`src/rtl/game_mmio_bridge.sv`:
```
// -----------------------------------------------------------------------------
// game_mmio_bridge
//
// Sits between the processor data port and the data RAM. Word addresses in the
// 16-word window at IO_BASE hit the game peripheral registers, and all other
// addresses go to the RAM. Both paths have a read latency of one cycle.
//
// I/O map (offset = address[3:0]):
//   0              BTN_LEVEL  RO  debounced button levels
//   1              BTN_EDGE   sticky rising edges; clear-on-read, write-1-to-clear
//   2              BALL_XY    RW  {Y[15:0], X[15:0]}
//   3              FRAME      R   {pending, 15'b0, count}; any write clears pending
//   4+p            PADDLE[p]  RW  low PADDLE_W bits
//   4+NUM_PLAYERS+p SCORE[p]  RW  low SCORE_W bits
//   others         read 0, writes ignored
//
// Ports:
//   clk, reset         system clock, asynchronous active-low reset
//   address/data       processor word address and write data
//   wren/rden          write strobe / read strobe (rden qualifies clear-on-read)
//   q                  read data, valid one cycle after address
//   ram_address/ram_data/ram_wren/ram_q   synchronous RAM interface
//   botones            raw buttons, bit 2p = player p up, bit 2p+1 = down
//   frame_tick         one-cycle pulse per video frame
//   paleta_y/puntaje   packed paddle Y and score registers, player p at p*W
//   bola_xy            ball coordinate register
// -----------------------------------------------------------------------------
module game_mmio_bridge #(
    parameter int unsigned       NUM_PLAYERS     = 2,
    parameter int unsigned       ADDR_W          = 16,
    parameter logic [ADDR_W-1:0] IO_BASE         = 16'hFFF0,
    parameter int unsigned       PADDLE_W        = 8,
    parameter int unsigned       SCORE_W         = 4,
    parameter int unsigned       DEBOUNCE_CYCLES = 4
) (
    input  logic                            clk,
    input  logic                            reset,
    input  logic [ADDR_W-1:0]               address,
    input  logic [31:0]                     data,
    input  logic                            wren,
    input  logic                            rden,
    output logic [31:0]                     q,
    output logic [ADDR_W-1:0]               ram_address,
    output logic [31:0]                     ram_data,
    output logic                            ram_wren,
    input  logic [31:0]                     ram_q,
    input  logic [2*NUM_PLAYERS-1:0]        botones,
    input  logic                            frame_tick,
    output logic [NUM_PLAYERS*PADDLE_W-1:0] paleta_y,
    output logic [NUM_PLAYERS*SCORE_W-1:0]  puntaje,
    output logic [31:0]                     bola_xy
);

    localparam int unsigned NB    = 2 * NUM_PLAYERS;
    localparam int unsigned CNT_W = $clog2(DEBOUNCE_CYCLES + 1);

    localparam logic [3:0] OFF_LEVEL = 4'd0;
    localparam logic [3:0] OFF_EDGE  = 4'd1;
    localparam logic [3:0] OFF_BALL  = 4'd2;
    localparam logic [3:0] OFF_FRAME = 4'd3;

    // ---------------------------------------------------------------- decode
    logic       io_sel;
    logic [3:0] offset;
    logic       io_wr;
    logic       io_rd;

    assign io_sel      = (address[ADDR_W-1:4] == IO_BASE[ADDR_W-1:4]);
    assign offset      = address[3:0];
    assign io_wr       = wren & io_sel;
    assign io_rd       = rden & io_sel;
    assign ram_address = address;
    assign ram_data    = data;
    // The RAM must never see a write strobe while the system is held in reset.
    assign ram_wren    = wren & ~io_sel & reset;

    // ------------------------------------------------------------ registers
    logic [NB-1:0]       sync1_q, sync2_q;
    logic [NB-1:0]       level_q, level_d;
    logic [CNT_W-1:0]    cnt_q [NB];
    logic [CNT_W-1:0]    cnt_d [NB];
    logic [NB-1:0]       edge_flag_q, edge_flag_d;
    logic [NB-1:0]       rise, edge_clr;
    logic [31:0]         ball_q, ball_d;
    logic [PADDLE_W-1:0] paddle_q [NUM_PLAYERS];
    logic [PADDLE_W-1:0] paddle_d [NUM_PLAYERS];
    logic [SCORE_W-1:0]  score_q [NUM_PLAYERS];
    logic [SCORE_W-1:0]  score_d [NUM_PLAYERS];
    logic [15:0]         count_q, count_d;
    logic                pending_q, pending_d;
    logic                sel_q;
    logic [31:0]         io_rdata, io_rdata_q;

    // ------------------------------------------------------------ debounce
    // A level only moves after the synchronised input has disagreed with it
    // for DEBOUNCE_CYCLES consecutive cycles; any agreement restarts the count.
    always_comb begin
        // NOTE: every output of a combinational block gets a default first so
        // no path leaves it unassigned, which would infer a latch.
        level_d = level_q;
        for (int b = 0; b < NB; b++) begin
            cnt_d[b] = '0;
            if (sync2_q[b] != level_q[b]) begin
                if (cnt_q[b] == CNT_W'(DEBOUNCE_CYCLES - 1)) begin
                    level_d[b] = sync2_q[b];
                end else begin
                    cnt_d[b] = cnt_q[b] + CNT_W'(1);
                end
            end
        end
    end

    // ---------------------------------------------------------- edge flags
    // A new rising edge is OR-ed in after the clear, so a set landing in the
    // same cycle as a read or W1C survives.
    assign rise = level_d & ~level_q;

    always_comb begin
        edge_clr = '0;
        if (io_rd && offset == OFF_EDGE) begin
            edge_clr = '1;
        end
        if (io_wr && offset == OFF_EDGE) begin
            edge_clr = edge_clr | data[NB-1:0];
        end
        edge_flag_d = (edge_flag_q & ~edge_clr) | rise;
    end

    // --------------------------------------------------------------- frame
    // The tick is applied after the write-clear so a coincident tick wins.
    always_comb begin
        count_d   = count_q + {15'b0, frame_tick};
        pending_d = pending_q;
        if (io_wr && offset == OFF_FRAME) begin
            pending_d = 1'b0;
        end
        if (frame_tick) begin
            pending_d = 1'b1;
        end
    end

    // ------------------------------------------------------ game registers
    always_comb begin
        ball_d   = ball_q;
        paddle_d = paddle_q;
        score_d  = score_q;
        if (io_wr) begin
            if (offset == OFF_BALL) begin
                ball_d = data;
            end
            for (int p = 0; p < NUM_PLAYERS; p++) begin
                if (offset == 4'(4 + p)) begin
                    paddle_d[p] = data[PADDLE_W-1:0];
                end
                if (offset == 4'(4 + NUM_PLAYERS + p)) begin
                    score_d[p] = data[SCORE_W-1:0];
                end
            end
        end
    end

    // ----------------------------------------------------------- read mux
    // Sampled from the current register values, so a read returns the state
    // before any clear or write happening in the same cycle.
    always_comb begin
        io_rdata = '0;
        case (offset)
            OFF_LEVEL: io_rdata = 32'(level_q);
            OFF_EDGE:  io_rdata = 32'(edge_flag_q);
            OFF_BALL:  io_rdata = ball_q;
            OFF_FRAME: io_rdata = {pending_q, 15'b0, count_q};
            default: begin
                for (int p = 0; p < NUM_PLAYERS; p++) begin
                    if (offset == 4'(4 + p)) begin
                        io_rdata = 32'(paddle_q[p]);
                    end
                    if (offset == 4'(4 + NUM_PLAYERS + p)) begin
                        io_rdata = 32'(score_q[p]);
                    end
                end
            end
        endcase
    end

    // -------------------------------------------------------- state update
    // NOTE: the handful of paddle/score/counter entries are ordinary flops,
    // not a RAM macro, so resetting them in a loop is cheap and required.
    always_ff @(posedge clk or negedge reset) begin
        if (!reset) begin
            sync1_q     <= '0;
            sync2_q     <= '0;
            level_q     <= '0;
            edge_flag_q <= '0;
            ball_q      <= '0;
            count_q     <= '0;
            pending_q   <= 1'b0;
            sel_q       <= 1'b0;
            io_rdata_q  <= '0;
            for (int b = 0; b < NB; b++) begin
                cnt_q[b] <= '0;
            end
            for (int p = 0; p < NUM_PLAYERS; p++) begin
                paddle_q[p] <= '0;
                score_q[p]  <= '0;
            end
        end else begin
            // NOTE: sequential state uses non-blocking assignments so every
            // flop samples the pre-edge value of the others.
            sync1_q     <= botones;
            sync2_q     <= sync1_q;
            level_q     <= level_d;
            cnt_q       <= cnt_d;
            edge_flag_q <= edge_flag_d;
            ball_q      <= ball_d;
            paddle_q    <= paddle_d;
            score_q     <= score_d;
            count_q     <= count_d;
            pending_q   <= pending_d;
            sel_q       <= io_sel;
            io_rdata_q  <= io_rdata;
        end
    end

    // ------------------------------------------------------------ outputs
    always_comb begin
        paleta_y = '0;
        puntaje  = '0;
        for (int p = 0; p < NUM_PLAYERS; p++) begin
            paleta_y[p*PADDLE_W +: PADDLE_W] = paddle_q[p];
            puntaje[p*SCORE_W +: SCORE_W]    = score_q[p];
        end
    end

    assign bola_xy = ball_q;
    // Forced low during reset because ram_q is not under reset control.
    assign q       = reset ? (sel_q ? io_rdata_q : ram_q) : 32'h0;

endmodule

```
`config.mk`:
```
export PLATFORM = sky130hd
export DESIGN_NAME = game_mmio_bridge
export DESIGN_NICKNAME = d
export VERILOG_FILES = /design/src/rtl/game_mmio_bridge.sv
export SDC_FILE = /design/constraint.sdc
export NUM_CORES = 1
export LEC_CHECK = 0
export ABC_AREA = 1
export BUFFER_PORTS_ARGS = -buffer_cell sky130_fd_sc_hd__buf_2
export CAP_MARGIN = 25
export CORE_ASPECT_RATIO = 0.5
export CORE_MARGIN = 2
export CORE_UTILIZATION = 50
export CTS_BUF_LIST = sky130_fd_sc_hd__clkbuf_16
export DETAILED_ROUTE_END_ITERATION = 10
export HOLD_SLACK_MARGIN = 0.15
export PLACE_DENSITY = 0.78
export SLEW_MARGIN = 20
export SYNTH_ARGS = -nofsm -noshare
export SYNTH_HDL_FRONTEND = slang
export SYNTH_SLANG_ARGS = --single-unit
export TNS_END_PERCENT = 100
```
`constraint.sdc`:
```
create_clock -name clk -period 1.9 [get_ports clk]
set_input_delay 0.38 -clock clk [delete_from_list [all_inputs] [get_ports clk]]
set_output_delay 0.38 -clock clk [all_outputs]
set_load 0.02 [all_outputs]
```
==> flow_metrics.tcl <==
set metrics [dict create \
    hold_slack_ps 168 \
    ys_seq_elements 134 \
    synth_top_cell_area_share_pct 52.2 \
    irDropWorstVdd_v 0.000593 \
    worstPathCellList "inv_2 -> buf_12 -> clkbuf_16 -> nor2_2 -> nor2_1 -> buf_4" \
    grt_pass1_vias 5336 \
    relSlewSlack_pct 63.1 \
    synthArstFlopShare_pct 100 \
    port_buffers 225 \
    status "finished, violations left" \
    antenna_cells 0 \
    synth_area_leader_cell "dfrtp_1" \
    cp-start-kind "flop" \
    critPathSlowestCell "dfrtp_1" \
    violations "setup timing" \
    fin_crit_sh_pct 102 \
    drtAntennaViolNets 0 \
    syn_area_mm2 0.00643 \
    syn_area_per_cell_um2 8.79 \
    wl_met2_um 8270 \
    clkTransAtPathRegs_ps 60 \
    powerDensity_mw_per_mm2 897 \
    grt_max_degree 42 \
    met1_length_um 7110 \
    grt_use_total_pct 25.2 \
    globalplace.congestion 0.838 \
    num_rows 29 \
    routedWlPerCell_um 15.0 \
    fin_worst_skew_ps 5.44 \
    yosysUniqueCellTypes 28 \
    setup_viol_count_final 11 \
    worstPathMaxFanout 8 \
    arrival_ps 1560 \
    utilization_pct 65.8 \
    crit_required_ps 1520 \
    grt_pass1_wl_um 26600 \
    hold_path.class "input pin to asynchronous set/reset pin" \
    cellLeakagePower_nw 4.50 \
    numCtsBuffers 17 \
    synth_edf_count 0 \
    drive_above_1_share_pct 36.7 \
    dieHeight_um 84.2 \
    met3_length_um 932 \
    die-area_mm2 0.0138 \
    crit_path_end_kind "output pin" \
    setup_slack_ps -37.7 \
    rsz0062_at_grt "true" \
    tightest_slew_ps 553 \
    drv_slew 0 \
    clock-root-buffer "clkbuf_16" \
    cts_tree "done" \
    drc 0 \
    routed.top_layer "met4" \
    path_class "flop to output pin" \
    cts_max_path_buffers 2 \
    synth-main-ff-cell "dfrtp_1" \
    fp.coreArea_mm2 0.0126 \
    pin_count 226 \
    dp_hpwl_um 11500 \
    finalHoldViolCount 0 \
    ys_warn_count 0 \
    die_x_um 164 \
    ys_seq_area_share_pct 52.2 \
    synth_cells 731 \
    viasPerCell 4.99 \
    cts.sinks 134 \
    finalCriticalPeriod_ps 1940 \
    final_nets 1030 \
    max_freq_ghz 0.516 \
    totalWireLength_um 16800 \
    synthTopCellsByArea "dfrtp_1 52%, nand2_1 7.8%, o21ai_0 5.8%" \
    cap_violations 0 \
    worstSkewPairLatency_ps 420 \
    drt_iter0_markers 338 \
    area_delta_synth_final_pct 28.9 \
    overflow 0 \
    antenna_found_initial 0 \
    max_stage_delay_ps 430 \
    vias 5569 \
    dr.pass1.iters 5 \
    syn-num-nets 826 \
    num-fill-cells 1039 \
    h-tree-depth 4 \
    start_util_pct 51.1 \
]
## timing repair
item / in CTS / in global routing
endpoints found under the setup margin: 3 / 26
hold buffers: 8 / 0
gates resized for setup: 21 / 43
endpoints found under the hold margin: 49 / 0
buffers inserted: 1 / 1
pin swaps: 0 / 23
gates cloned: 1 / 1
## worst max-delay path: cells and delay by family (launching register included)
kind | cells | cell delay (ps)
buffers and inverters | 4 | 580
flip-flops | 1 | 430
AND/OR/NAND/NOR | 2 | 130
## metal layers
layer / vias up / track usage (%)
met2: 203 / 42.5
li1: 2654 / -
met4: 0 / 10.2
met3: 37 / 4.79
met5: - / 0
met1: 2675 / 32.4
## power breakdown
| part | leakage, nW | switching (mW) | internal (mW) |
|---|---|---|---|
| clock | 0.279 | 1.27 | 1.91 |
| sequential | 1.76 | 0.149 | 3.07 |
| combinational | 2.47 | 0.645 | 0.390 |
| total | 4.50 | 2.06 | 5.37 |
## final timing paths
| check | from | end | slack, ps | cells past startpoint |
|---|---|---|---|---|
| worst max register to register | count_q[0] | count_q[12] | 260 | 6 |
| worst min-delay path | reset | count_q[2] | 170 | 2 |
| min in group clk | frame_tick | pending_q | 170 | 3 |
| worst min register to register | sync1_q[1] | sync2_q[1] | 350 | 0 |
| max in group asynchronous | reset | bola_xy[23] | 780 | 3 |
| worst max-delay path | sel_q | q[14] | -40 | 6 |
## placed cells by master, fill, tap and decap left out, drive strengths merged, types with 5 or more instances in the layout
master / n
dlygate4sd3: 8
nand3: 21
ha: 6
nor2: 106
nand2: 136
buf: 246
clkinv: 9
dfrtp: 134
nor3: 16
clkbuf: 18
inv: 100
o21ai: 109
xor2: 13
nand4: 5
## registers in the layout, summed over array words and instances, names as in the netlist
| signal | count |
|---|---|
| io_rdata_q | 32 |
| bola_xy | 32 |
| sel_q | 1 |
| sync2_q | 4 |
| cnt_q | 12 |
| sync1_q | 4 |
| puntaje | 8 |
| level_q | 4 |
| count_q | 16 |
| pending_q | 1 |
| paleta_y | 16 |
| edge_flag_q | 4 |
## stage by stage
stage	std cells	area, um^2	setup slack, ps	power, mW	TNS [ps]
after CTS	1116	8160	-44.7	7.46	-662
after global routing	1117	8290	-108	7.77	-1240
final	1117	8290	-37.7	7.44	-209
after floorplan	731	6430	371	3.91	0
after global placement	1075	7430	232	4.21	0
after detailed placement	1075	7430	187	4.26	0
## cell type report
cell class | count | area, um^2 | share of cell area, %
Clock inverter | 14 | 139 | 1.68
Multi-Input combinational cell | 428 | 2250 | 27.2
Tap cell | 170 | 213 | 2.57
Timing Repair Buffer | 255 | 1530 | 18.5
Inverter | 99 | 372 | 4.49
Clock buffer | 17 | 425 | 5.13
Sequential cell | 134 | 3350 | 40.5
## logic make-up (layout without fill, tap and decap cells)
kind of cell	count (synthesis)	in the layout	share of synthesized area, %
simple gates	285	285	19.1
buf+inv	169	385	13.8
xor+xnor	17	17	2.32
compound gates	120	120	11.5
fa+ha+maj	6	6	1.17
flops	134	134	52.2
## cell usage after synthesis, types with 5 or more instances
library cell / n
dfrtp_1: 134
nand2_1: 134
nor2_1: 98
inv_1: 94
o21ai_0: 74
buf_4: 49
o21ai_2: 32
nand3_1: 18
nor3_1: 14
xor2_1: 13
clkbuf_1: 10
buf_6: 7
ha_1: 6
inv_2: 5
nand4_1: 5
Power figures use the tool's default switching activity.
